`src/rtl/lutnet_seq_pkg.sv`:
```
// Shared types and helpers for the LogicNets readout front-end sequencer.
package lutnet_seq_pkg;

  typedef enum logic [1:0] {
    COLLECT = 2'd0,
    LAUNCH  = 2'd1,
    RESYNC  = 2'd2
  } seq_state_e;

  localparam int DEF_FEAT_W = 2;
  localparam int DEF_OUT_W  = 2;

  // Lowest bit of the frame_vec slice owned by a given feature beat.
  function automatic int slice_lo(input int beat, input int feat_w);
    return beat * feat_w;
  endfunction

endpackage

```
`src/rtl/lutnet_valid_pipe.sv`:
```
// Valid-token shift register that follows the external LUT layer registers
// and produces their capture enables; one common advance freezes every stage.
module lutnet_valid_pipe #(
  parameter int NUM_LAYERS = 3
) (
  input  logic                  clk,
  input  logic                  rst,
  input  logic                  launch_i,
  input  logic                  m_ready_i,
  output logic                  advance_o,
  output logic                  m_valid_o,
  output logic [NUM_LAYERS-1:0] stage_en_o
);

  logic [NUM_LAYERS-1:0] v_q, v_d;

  assign advance_o = ~(v_q[NUM_LAYERS-1] & ~m_ready_i);
  assign m_valid_o = v_q[NUM_LAYERS-1];

  always_comb begin
    v_d        = v_q;
    stage_en_o = '0;
    if (advance_o) begin
      v_d[0]        = launch_i;
      stage_en_o[0] = launch_i;
      for (int k = 1; k < NUM_LAYERS; k++) begin
        v_d[k]        = v_q[k-1];
        stage_en_o[k] = v_q[k-1];
      end
    end
  end

  always_ff @(posedge clk or posedge rst) begin
    if (rst) v_q <= '0;
    else     v_q <= v_d;
  end

endmodule

```
`src/rtl/lutnet_layer_sequencer.sv`:
```
// Frame assembler and layer-pipeline sequencer for the LogicNets readout net.
// Optional statistics counters are built when LUTNET_SEQ_STATS_EN is defined.
module lutnet_layer_sequencer
  import lutnet_seq_pkg::*;
#(
  parameter int FEAT_W     = DEF_FEAT_W,
  parameter int NUM_FEAT   = 16,
  parameter int NUM_LAYERS = 3,
  parameter int OUT_W      = DEF_OUT_W,
  parameter int CNT_W      = 16
) (
  input  logic                       clk,
  input  logic                       rst,
  input  logic                       s_valid,
  output logic                       s_ready,
  input  logic [FEAT_W-1:0]          s_data,
  input  logic                       s_last,
  output logic [FEAT_W*NUM_FEAT-1:0] frame_vec,
  output logic [NUM_LAYERS-1:0]      stage_en,
  input  logic [OUT_W-1:0]           net_out,
  output logic                       m_valid,
  input  logic                       m_ready,
  output logic [OUT_W-1:0]           m_data,
  output logic                       frame_err,
  output logic [CNT_W-1:0]           frame_cnt,
  output logic [CNT_W-1:0]           err_cnt
);

  localparam int BC_W = (NUM_FEAT > 1) ? $clog2(NUM_FEAT) : 1;
  localparam logic [BC_W-1:0] LAST_BEAT = BC_W'(NUM_FEAT - 1);

  seq_state_e                 state_q, state_d;
  logic [BC_W-1:0]            beat_cnt_q, beat_cnt_d;
  logic [FEAT_W*NUM_FEAT-1:0] frame_vec_q, frame_vec_d;
  logic                       frame_err_q, frame_err_d;
  logic                       accept, launch, advance;

  assign s_ready   = (state_q != LAUNCH);
  assign accept    = s_valid & s_ready;
  assign launch    = (state_q == LAUNCH);
  assign frame_vec = frame_vec_q;
  assign frame_err = frame_err_q;
  assign m_data    = net_out;

  always_comb begin
    state_d     = state_q;
    beat_cnt_d  = beat_cnt_q;
    frame_vec_d = frame_vec_q;
    frame_err_d = 1'b0;
    case (state_q)
      COLLECT: begin
        if (accept) begin
          frame_vec_d[slice_lo(int'(beat_cnt_q), FEAT_W) +: FEAT_W] = s_data;
          beat_cnt_d = beat_cnt_q + BC_W'(1);
          if (beat_cnt_q == LAST_BEAT) begin
            beat_cnt_d = '0;
            if (s_last) begin
              state_d = LAUNCH;
            end else begin
              frame_err_d = 1'b1;
              state_d     = RESYNC;
            end
          end else if (s_last) begin
            beat_cnt_d  = '0;
            frame_err_d = 1'b1;
          end
        end
      end
      // frame_vec is frozen here until the layer-0 register has captured it
      LAUNCH: begin
        if (advance) state_d = COLLECT;
      end
      RESYNC: begin
        if (accept && s_last) state_d = COLLECT;
      end
      default: state_d = COLLECT;
    endcase
  end

  always_ff @(posedge clk or posedge rst) begin
    if (rst) begin
      state_q     <= COLLECT;
      beat_cnt_q  <= '0;
      frame_vec_q <= '0;
      frame_err_q <= 1'b0;
    end else begin
      state_q     <= state_d;
      beat_cnt_q  <= beat_cnt_d;
      frame_vec_q <= frame_vec_d;
      frame_err_q <= frame_err_d;
    end
  end

  lutnet_valid_pipe #(
    .NUM_LAYERS(NUM_LAYERS)
  ) u_valid_pipe (
    .clk       (clk),
    .rst       (rst),
    .launch_i  (launch),
    .m_ready_i (m_ready),
    .advance_o (advance),
    .m_valid_o (m_valid),
    .stage_en_o(stage_en)
  );

`ifdef LUTNET_SEQ_STATS_EN
  logic [CNT_W-1:0] frame_cnt_q, err_cnt_q;

  always_ff @(posedge clk or posedge rst) begin
    if (rst) begin
      frame_cnt_q <= '0;
      err_cnt_q   <= '0;
    end else begin
      if (m_valid && m_ready) frame_cnt_q <= frame_cnt_q + CNT_W'(1);
      if (frame_err_d)        err_cnt_q   <= err_cnt_q + CNT_W'(1);
    end
  end

  assign frame_cnt = frame_cnt_q;
  assign err_cnt   = err_cnt_q;
`else
  assign frame_cnt = '0;
  assign err_cnt   = '0;
`endif

endmodule

```
`config.mk`:
```
export PLATFORM = sky130hd
export DESIGN_NAME = lutnet_layer_sequencer
export DESIGN_NICKNAME = d
export VERILOG_FILES = /design/src/rtl/lutnet_seq_pkg.sv /design/src/rtl/lutnet_valid_pipe.sv /design/src/rtl/lutnet_layer_sequencer.sv
export SDC_FILE = /design/constraint.sdc
export NUM_CORES = 1
export LEC_CHECK = 0
export CAP_MARGIN = 20
export CELL_PAD_IN_SITES_DETAIL_PLACEMENT = 1
export CELL_PAD_IN_SITES_GLOBAL_PLACEMENT = 1
export CORE_UTILIZATION = 34
export CTS_BUF_LIST = sky130_fd_sc_hd__clkbuf_16
export DETAILED_ROUTE_END_ITERATION = 6
export MAX_ROUTING_LAYER = met4
export PLACE_DENSITY_LB_ADDON = 0.1
export REMOVE_ABC_BUFFERS = 1
export SYNTH_ARGS = -nofsm -noshare
export SYNTH_HDL_FRONTEND = slang
export SYNTH_SLANG_ARGS = --single-unit
```
`constraint.sdc`:
```
create_clock -name clk -period 2.95 [get_ports clk]
set_clock_uncertainty 0.15 [all_clocks]
set_input_delay 0.7375 -clock clk [delete_from_list [all_inputs] [get_ports clk]]
set_output_delay 0.7375 -clock clk [all_outputs]
set_load 0.1 [all_outputs]
```
# [Yosys cells after proc, flatten, opt, wreduce, memory -nomap -nowiden]
# Index checks and enable logic that the tools add are counted.
[classes] addsub=2 eq_ne=8 shift=2 mux=15 bitwise=3 reduce_logical=4
[op_table] operator="5-bit negator with 33-bit output" n=1
[op_table] operator="2-bit by 33-bit variable shift with 32-bit output (first input constant)" n=1
[op_table] operator="2-bit by 33-bit indexed part select with 32-bit output" n=1
[op_table] operator="32-bit bitwise mux" n=1
[op_table] operator="2-bit two-way mux" n=5
[op_table] operator="4-bit two-way mux" n=2
[op_table] operator="2-bit inequality test (second input constant)" n=4
[op_table] operator="2-bit one-hot mux with 3 select lines" n=1
[op_table] operator="1-bit two-way mux" n=5
[op_table] operator="4-bit by 1-bit adder with 4-bit output (second input constant)" n=1
[op_table] operator="4-bit equality test (second input constant)" n=1
[op_table] operator="4-bit AND reduction" n=1
[op_table] operator="3-bit two-way mux" n=1
[op_table] operator="1-bit bitwise AND" n=2
[op_table] operator="2-bit by 1-bit equality test with 1-bit output (second input constant)" n=1
[op_table] operator="2-bit equality test (second input constant)" n=1
[op_table] operator="2-bit logical NOT" n=1
[op_table] operator="2-bit by 1-bit inequality test with 1-bit output (second input constant)" n=1
[op_table] operator="2-bit AND reduction" n=1
[op_table] operator="1-bit logical AND" n=1
[op_table] operator="1-bit NOT" n=1
[word_totals] regBits=42 inputBits=9 out_inout_bits=72 wordCells=39

# [Logic depth before layout (Yosys ltp)]
# Gate-level depths: netlist of the first run.
[depth] word_depth=5 mapped_depth=8 depth_no_buf=6

# [Cells and area by module]
# From an unflattened synthesis of the first run, not the netlist that was laid out.
[hier_totals] cells_unflattened=204 hier_area_um2=2245.9
[modules_own_cells] mod="lutnet_layer_sequencer" n_inst=1 cells_each=192 area_each_um2=2087.0 seq_area_each_um2=975.9
[modules_own_cells] mod="lutnet_valid_pipe" n_inst=1 cells_each=12 area_each_um2=158.9 seq_area_each_um2=75.1

# [Least setup slack after synthesis of the first run]
# OpenSTA, ideal clock, no wires.
[synth_timing] kind="register to output" from="register state_q[1]" to="output port stage_en[0]" arrival_time_ns=2.577 required_ns=2.062 setup_slack_ns=-0.515 path_stages_with_launch=3 path_buffers=0 cell_sequence="dfrtp_1 -> nand2b_1 -> nor2_1"
[synth_via] elab_chain_len=2
[synth_rtl] item="from (decl)" line_no="lutnet_layer_sequencer.sv:32" rtl="seq_state_e state_q, state_d;"
[synth_rtl] item="from (signal assigned)" line_no="lutnet_layer_sequencer.sv:87" rtl="state_q <= state_d;"
[synth_rtl] item="2-bit by 1-bit equality test with 1-bit output" line_no="lutnet_layer_sequencer.sv:40" rtl="assign launch = (state_q == LAUNCH);"
[synth_rtl] item="3-bit two-way mux" line_no="lutnet_valid_pipe.sv:23" rtl="if (advance_o) begin"
[synth_rtl] item="to (decl)" line_no="lutnet_layer_sequencer.sv:19" rtl="output logic [NUM_LAYERS-1:0] stage_en,"
# No other way between the ends.

# [Worst setup path after layout of the first run]
[layout_timing] from="input port m_ready" to="output port stage_en[0]"
[layout_via] elab_chain_len=3
[layout_rtl] item="from (decl)" line_no="lutnet_layer_sequencer.sv:22" rtl="input logic m_ready,"
[layout_rtl] item="1-bit NOT" line_no="lutnet_valid_pipe.sv:17" rtl="assign advance_o = ~(v_q[NUM_LAYERS-1] & ~m_ready_i);"
[layout_rtl] item="1-bit bitwise AND" line_no="lutnet_valid_pipe.sv:17"
[layout_rtl] item="3-bit two-way mux" line_no="lutnet_valid_pipe.sv:23"
# No other way between the ends.

==> results of run 1 <==
[flip-flops by register name (all words and copies together) (netlist names)]
name / flops
state_q: 2
beat_cnt_q: 4
u_valid_pipe.v_q: 3
frame_err: 1
frame_vec: 32
[kinds of logic after synthesis]
logic type,Yosys count
buffers and inverters,49
and+or+nand+nor,74
xor gates and xnor gates,3
other,1
muxes,32
AOI/OAI and AO/OA,19
DFF,42
adders and majority gates,3
[critical path: cells and delay by family]
family | cells | cell delay (ps)
simple gates | 2 | 410
buf+inv | 2 | 600
[how the worst min path moves through the flow]
| stage | slack [ps] | to | start |
|---|---|---|---|
| floorplan | 280 | state_q[0]$_DFFE_PP0P_ | state_q[1]$_DFFE_PP0P_ |
| global placement | 310 | u_valid_pipe.v_q[0]$_DFFE_PP0N_ | u_valid_pipe.v_q[0]$_DFFE_PP0N_ |
| detailed placement | 310 | u_valid_pipe.v_q[0]$_DFFE_PP0N_ | u_valid_pipe.v_q[0]$_DFFE_PP0N_ |
| CTS | 320 | u_valid_pipe.v_q[0]$_DFFE_PP0N_ | u_valid_pipe.v_q[0]$_DFFE_PP0N_ |
| global route | 350 | u_valid_pipe.v_q[0]$_DFFE_PP0N_ | u_valid_pipe.v_q[0]$_DFFE_PP0N_ |
| finish | 320 | u_valid_pipe.v_q[0]$_DFFE_PP0N_ | u_valid_pipe.v_q[0]$_DFFE_PP0N_ |
[through the flow]
step | power, µW | utilization | hold WS [ps] | setup slack (ps)
2_1_floorplan | 1100 | - | 278 | -515
3_3_place_gp | 1220 | 0.408 | 307 | 65.7
3_5_place_dp | 1220 | 0.408 | 310 | 20.7
4_1_cts | 1750 | 0.429 | 324 | 286
5_1_grt | 1810 | 0.429 | 349 | 196
6_report | 1730 | 0.429 | 320 | 318
[routing by layer]
metal,wire length (µm),global-route usage
met5,0,-
met4,76,0.0500
met3,161,0.0272
met2,2430,0.241
met1,2310,0.194
[area by class of cell]
cell class / count / area (µm²)
Fill cell: 796 / 3860
Multi-Input combinational cell: 163 / 1100
Sequential cell: 42 / 1050
Timing Repair Buffer: 57 / 480
Clock buffer: 5 / 125
Tap cell: 80 / 100
Inverter: 6 / 22.5
Clock inverter: 3 / 12.5
[cell usage after synthesis (2+ instances only)]
library cell   n  area (µm²)
buf_2          3        15.0
mux2_2        32         360
clkbuf_1       4        15.0
a21oi_1        3        15.0
buf_4         34         255
nand2_1       18        67.6
nand2b_1       4        25.0
and3_1         5        31.3
a21o_1         3        22.5
nand3_1        6        30.0
nor3_1         6        30.0
nor4_1         2        12.5
and2_1         2        12.5
dfrtp_1       42        1050
a2111oi_4      2        55.1
ha_1           3        37.5
xnor2_1        2        17.5
or3_1          2        12.5
buf_6          2        22.5
a211oi_1       2        15.0
nor2_1        19        71.3
o21ai_0        4        20.0
inv_1          6        22.5
[power by group]
part	leakage, µW	internal [µW]	switching, µW
logic	0.000832	111	476
clock network	0.0000724	306	217
registers	0.000583	600	18.8
==> run_results.csv, run 1 <==
group,metric,value,unit
power_and_ir_drop,power-per-cell-area,597,nW/µm²
detailed_routing,viasPerCell,4.68,
yosys,synth-main-ff-cell,"dfrtp_1",
floorplan,core_area,6760,µm²
clock_network,hold_buffers,0,
detailed_routing,first_pass_iters,4,
sta,setup-tns-final,0,ps
worst_setup_path,crit_type,"in -> out",
worst_setup_path,rr_startpoint,"beat_cnt_q[1]$_DFFE_PP0P_",
yosys,yosys.area_share.xor_xnor,0.0111,
clock_network,cts.sinks,42,
sta,drv_slew,0,
floorplan,die_w,85.5,µm
detailed_routing,ant_nets,0,
worst_setup_path,path_max_fanout,4,
finish,stdcell_area,2900,µm²
yosys,synth_cell_types,40,
worst_setup_path,critPathLaunchType,"primary input",
finish,drive_above_1_share,0.344,
sta,hold_violations,0,
yosys,ys_seq_elements,42,
yosys,netlist_area,2370,µm²
detailed_routing,wl_per_cell,14.0,µm
grt,grt_max_degree,43,
placed_design,io_buffers,44,
power_and_ir_drop,ir_drop,0.226,mV
worst_setup_path,r2r-end,"frame_vec[28]$_DFFE_PP0P_",
clock_network,cts_made_buffers,5,
sta,setup_viol,0,
finish,area_growth,22.2,%
floorplan,pin_count,81,
clock_network,clkTransAtPathRegs,60,ps
worst_setup_path,path_cells,"clkdlybuf4s50_1, nor2b_1, nor2_1, buf_12",
floorplan,fp.dieArea,7300,µm²
placed_design,dp.cells,348,
power_and_ir_drop,p_leak,0.00149,µW
sta,tightestPinTransition,595,ps
finish,num-nets-final,287,
min_path,holdCritPathClass,"reg -> reg",
yosys,async_flop_share,1.00,
sta,fin_crit,2630,ps
clock_network,cts_tree,"done",
yosys,yosys.area_share.simple,0.161,
placed_design,dpl.hpwl,3820,µm
worst_setup_path,crit_required,2060,ps
yosys,yosysSeqAreaShare,0.444,
placed_design,post_dp_cell_area,2760,µm²
worst_setup_path,crit_slowest_cell,"clkdlybuf4s50_1",
detailed_routing,initialDrtViolationCount,61,
worst_setup_path,reg2regPathDepth,6,
floorplan,die_h,85.5,µm
clock_network,cts-resized-gates,0,
yosys,syn_avg_cell_area,10.6,µm²
min_path,min_path_cells,1,
worst_setup_path,reg2reg_slack,330,ps
clock_network,clockBufferDepth,2,
run,maxCapViolCount,0,
clock_network,htreeDepth,2,
yosys,synth-adder-area-share,0.0158,
clock_network,clock_latency,280,ps
yosys,synth_enable_flop_cells,0,
grt,grt_pass1_wl,8390,µm
yosys,synth_top_family_by_area,"simple AND/OR/NAND/NOR gates",
sta,fmax,380,MHz
worst_setup_path,crit_path_end_kind,"output pin",
detailed_routing,via_count,1665,
detailed_routing,drt-total-wl,4980,µm
worst_setup_path,crit_end,"stage_en[0]",
clock_network,cts_setup_buffers,0,
yosys,synth-compound-area-share,0.0750,
yosys,netlist_instances,223,
sta,period_share,0.892,
yosys,yosys_warnings,0,
finish,layout_common_cells,"buf_4 (48), dfrtp_1 (42), mux2_2 (32), conb_1 (32), nor2_1 (19)",
grt,track_usage,0.151,
grt,overflow,0,
floorplan,rows,30,
finish,antenna_cells,0,
yosys,muxShareOfSynthArea,0.152,
worst_setup_path,critPathMaxStageDelay,410,ps
sta,slew_headroom,0.602,
clock_network,cts_root_buffer,"clkbuf_16",
sta,grt_setup_unrepaired,"false",
grt,grt_pass1_vias,1682,
placed_design,gp_congestion,0.731,
worst_setup_path,startpoint,"m_ready",
outcome,outcome,"finished clean",
finish,layout_commonest_cell,"buf_4",
grt,antenna_found_initial,0,
floorplan,start_util,0.351,
worst_setup_path,arrival,1740,ps
finish,instances_no_fill,356,
detailed_routing,drc,0,
Power figures use the tool's default switching activity.
==> run 2: changes to the inputs <==
ABC_AREA = 1   (was not set)
CORE_UTILIZATION = 33   (was 34)
==> run_results.csv, run 2 <==
group,metric,value,unit
yosys,yosys.area.top_type,"dfrtp_1",
finish,antenna_cells,0,
detailed_routing,dr_wl_met2,2760,µm
yosys,yosysTopAreaCellShare,0.433,
floorplan,die_w,87.8,µm
clock_network,cts_root_buffer,"clkbuf_16",
detailed_routing,drc,0,
floorplan,fp.dieArea,7710,µm²
sta,setup_viol,0,
yosys,synth-main-ff-cell,"dfrtp_1",
sta,drv_slew,0,
detailed_routing,wl_met3,179,µm
detailed_routing,ant_nets,0,
power_and_ir_drop,fin_total_pwr,1820,µW
min_path,holdCritPathClass,"reg -> reg",
clock_network,hold_buffers,0,
yosys,syn_avg_cell_area,7.83,µm²
sta,grt_setup_unrepaired,"false",
sta,hold_violations,0,
clock_network,htreeDepth,2,
placed_design,dp.cells,447,
placed_design,io_buffers,44,
placed_design,dpl.hpwl,4410,µm
sta,hold_ws,321,ps
yosys,netlist_area,2430,µm²
worst_setup_path,crit_end,"stage_en[1]",
worst_setup_path,cpLargestDelayFamily,"buffers and inverters",
power_and_ir_drop,power-per-cell-area,620,nW/µm²
sta,slew_headroom,0.643,
yosys,synth_enable_flop_cells,0,
floorplan,core_area,6940,µm²
worst_setup_path,critPathMaxStageDelay,450,ps
detailed_routing,dr.max_layer_used,"met4",
grt,antenna_found_initial,0,
worst_setup_path,r2r-end,"frame_vec[16]$_DFFE_PP0P_",
worst_setup_path,crit_slowest_cell,"clkdlybuf4s50_1",
grt,grt_pass1_wl,10100,µm
clock_network,clock_latency,280,ps
detailed_routing,initialDrtViolationCount,80,
floorplan,start_util,0.350,
power_and_ir_drop,p_leak,0.00148,µW
sta,fin_crit,2700,ps
sta,fmax,371,MHz
detailed_routing,first_pass_iters,4,
detailed_routing,via_count,2033,
detailed_routing,wl_per_cell,12.8,µm
clock_network,cts-resized-gates,0,
clock_network,clockBufferDepth,2,
clock_network,cts.sinks,42,
detailed_routing,viasPerCell,4.47,
grt,overflow,0,
worst_setup_path,worst-path-buf-inv,4,
finish,layout_commonest_cell,"nand2_1",
finish,largest_reg_flops,32,
detailed_routing,drt-total-wl,5810,µm
clock_network,cts_tree,"done",
grt,track_usage,0.174,
yosys,yosys_warnings,0,
floorplan,pin_count,81,
clock_network,cts_setup_buffers,0,
sta,setup-tns-final,0,ps
worst_setup_path,path_cells,"clkdlybuf4s50_1, inv_1, nand2_1, inv_1, nor2_1, buf_12",
sta,tightestPinTransition,535,ps
finish,drive_above_1_share,0.198,
detailed_routing,drt-met1-wl,2820,µm
grt,grt_max_degree,43,
floorplan,die_h,87.8,µm
clock_network,cts_made_buffers,5,
power_and_ir_drop,ir_drop,0.288,mV
yosys,synth.top_cells.by_count,"nand2_1 (84), dfrtp_1 (42), buf_4 (36)",
worst_setup_path,reg2regPathDepth,7,
worst_setup_path,startpoint,"m_ready",
worst_setup_path,crit_path_end_kind,"output pin",
yosys,synth.most_common_cell,"nand2_1",
worst_setup_path,path_max_fanout,3,
yosys,ys_seq_elements,42,
yosys,netlist_instances,310,
finish,num-nets-final,370,
worst_setup_path,critPathLaunchType,"primary input",
placed_design,gp_congestion,0.771,
run,maxCapViolCount,0,
yosys,synth_cell_types,28,
outcome,outcome,"finished clean",
worst_setup_path,arrival,1810,ps
yosys,synthTopCellsByArea,"dfrtp_1 (43%), nand2_1 (13%), buf_4 (11%)",
yosys,async_flop_share,1.00,
worst_setup_path,cp.depth,6,
grt,grt_pass1_vias,2106,
finish,layout_common_cells,"nand2_1 (84), dfrtp_1 (42), buf_4 (42)",
clock_network,clkTransAtPathRegs,60,ps
sta,period_share,0.914,
worst_setup_path,reg2reg_slack,840,ps
worst_setup_path,rr_startpoint,"beat_cnt_q[2]$_DFFE_PP0P_",
worst_setup_path,crit_top_cell,"inv_1",
worst_setup_path,crit_type,"in -> out",
floorplan,rows,30,
finish,area_growth,20.9,%
finish,instances_no_fill,455,
worst_setup_path,crit_required,2060,ps
yosys,yosysSeqAreaShare,0.433,
==> run 2: report_power, final <==
group | internal (µW) | switching, µW
Clock | 306 | 212
Sequential | 596 | 18.2
Combinational | 119 | 569
Total | 1020 | 799
==> run 2: cell type report <==
class | count | area, µm²
Sequential cell | 42 | 1050
Inverter | 29 | 109
Timing Repair Buffer | 51 | 435
Clock buffer | 5 | 125
Clock inverter | 3 | 12.5
Multi-Input combinational cell | 229 | 1080
Fill cell | 893 | 4010
Tap cell | 96 | 120
==> run 2: how the worst min path moves through the flow <==
stage | slack (ps) | depth (start not counted) | start | end
finish | 320 | 2 | u_valid_pipe.v_q[1]$_DFFE_PP0N_ | u_valid_pipe.v_q[2]$_DFFE_PP0N_
global route | 350 | 2 | u_valid_pipe.v_q[1]$_DFFE_PP0N_ | u_valid_pipe.v_q[2]$_DFFE_PP0N_
CTS | 330 | 2 | u_valid_pipe.v_q[1]$_DFFE_PP0N_ | u_valid_pipe.v_q[2]$_DFFE_PP0N_
detailed placement | 310 | 2 | u_valid_pipe.v_q[1]$_DFFE_PP0N_ | u_valid_pipe.v_q[2]$_DFFE_PP0N_
global placement | 300 | 2 | u_valid_pipe.v_q[1]$_DFFE_PP0N_ | u_valid_pipe.v_q[2]$_DFFE_PP0N_
floorplan | 280 | 2 | u_valid_pipe.v_q[1]$_DFFE_PP0N_ | u_valid_pipe.v_q[2]$_DFFE_PP0N_
==> run 2: worst register-to-register path: stages, from the launching register on <==
cell	delay [ps]
dfrtp_1	540
nor3_1	110
ha_1	430
inv_1	100
buf_4	200
nor2_2	260
nand2_1	90
o21ai_1	150
==> run 2: kinds of logic (layout without fill, tap and decap cells) <==
logic type,after synthesis,in the layout,share of synthesized area
AND/OR/NAND/NOR,161,161,0.305
buffers and inverters,70,88,0.169
flip-flops,42,42,0.433
AO/OA/AOI/OAI,32,32,0.0696
adder cells (fa/ha/maj),3,3,0.0155
other,1,32,0.00154
XOR/XNOR,1,1,0.00670
==> run 2: metal layers <==
metal / up-vias / global-route usage
met3: 4 / 0.0283
met2: 44 / 0.297
met1: 952 / 0.217
li1: 1033 / -
met4: 0 / 0.0358
met5: - / -
==> run 2: metrics by stage <==
step / instance area, µm² / utilization / setup slack (ps)
floorplan: 2240 / - / -339
global placement: 2800 / 0.403 / 276
detailed placement: 2800 / 0.403 / 263
CTS: 2940 / 0.423 / 254
global route: 2940 / 0.423 / 123
finish: 2940 / 0.423 / 253
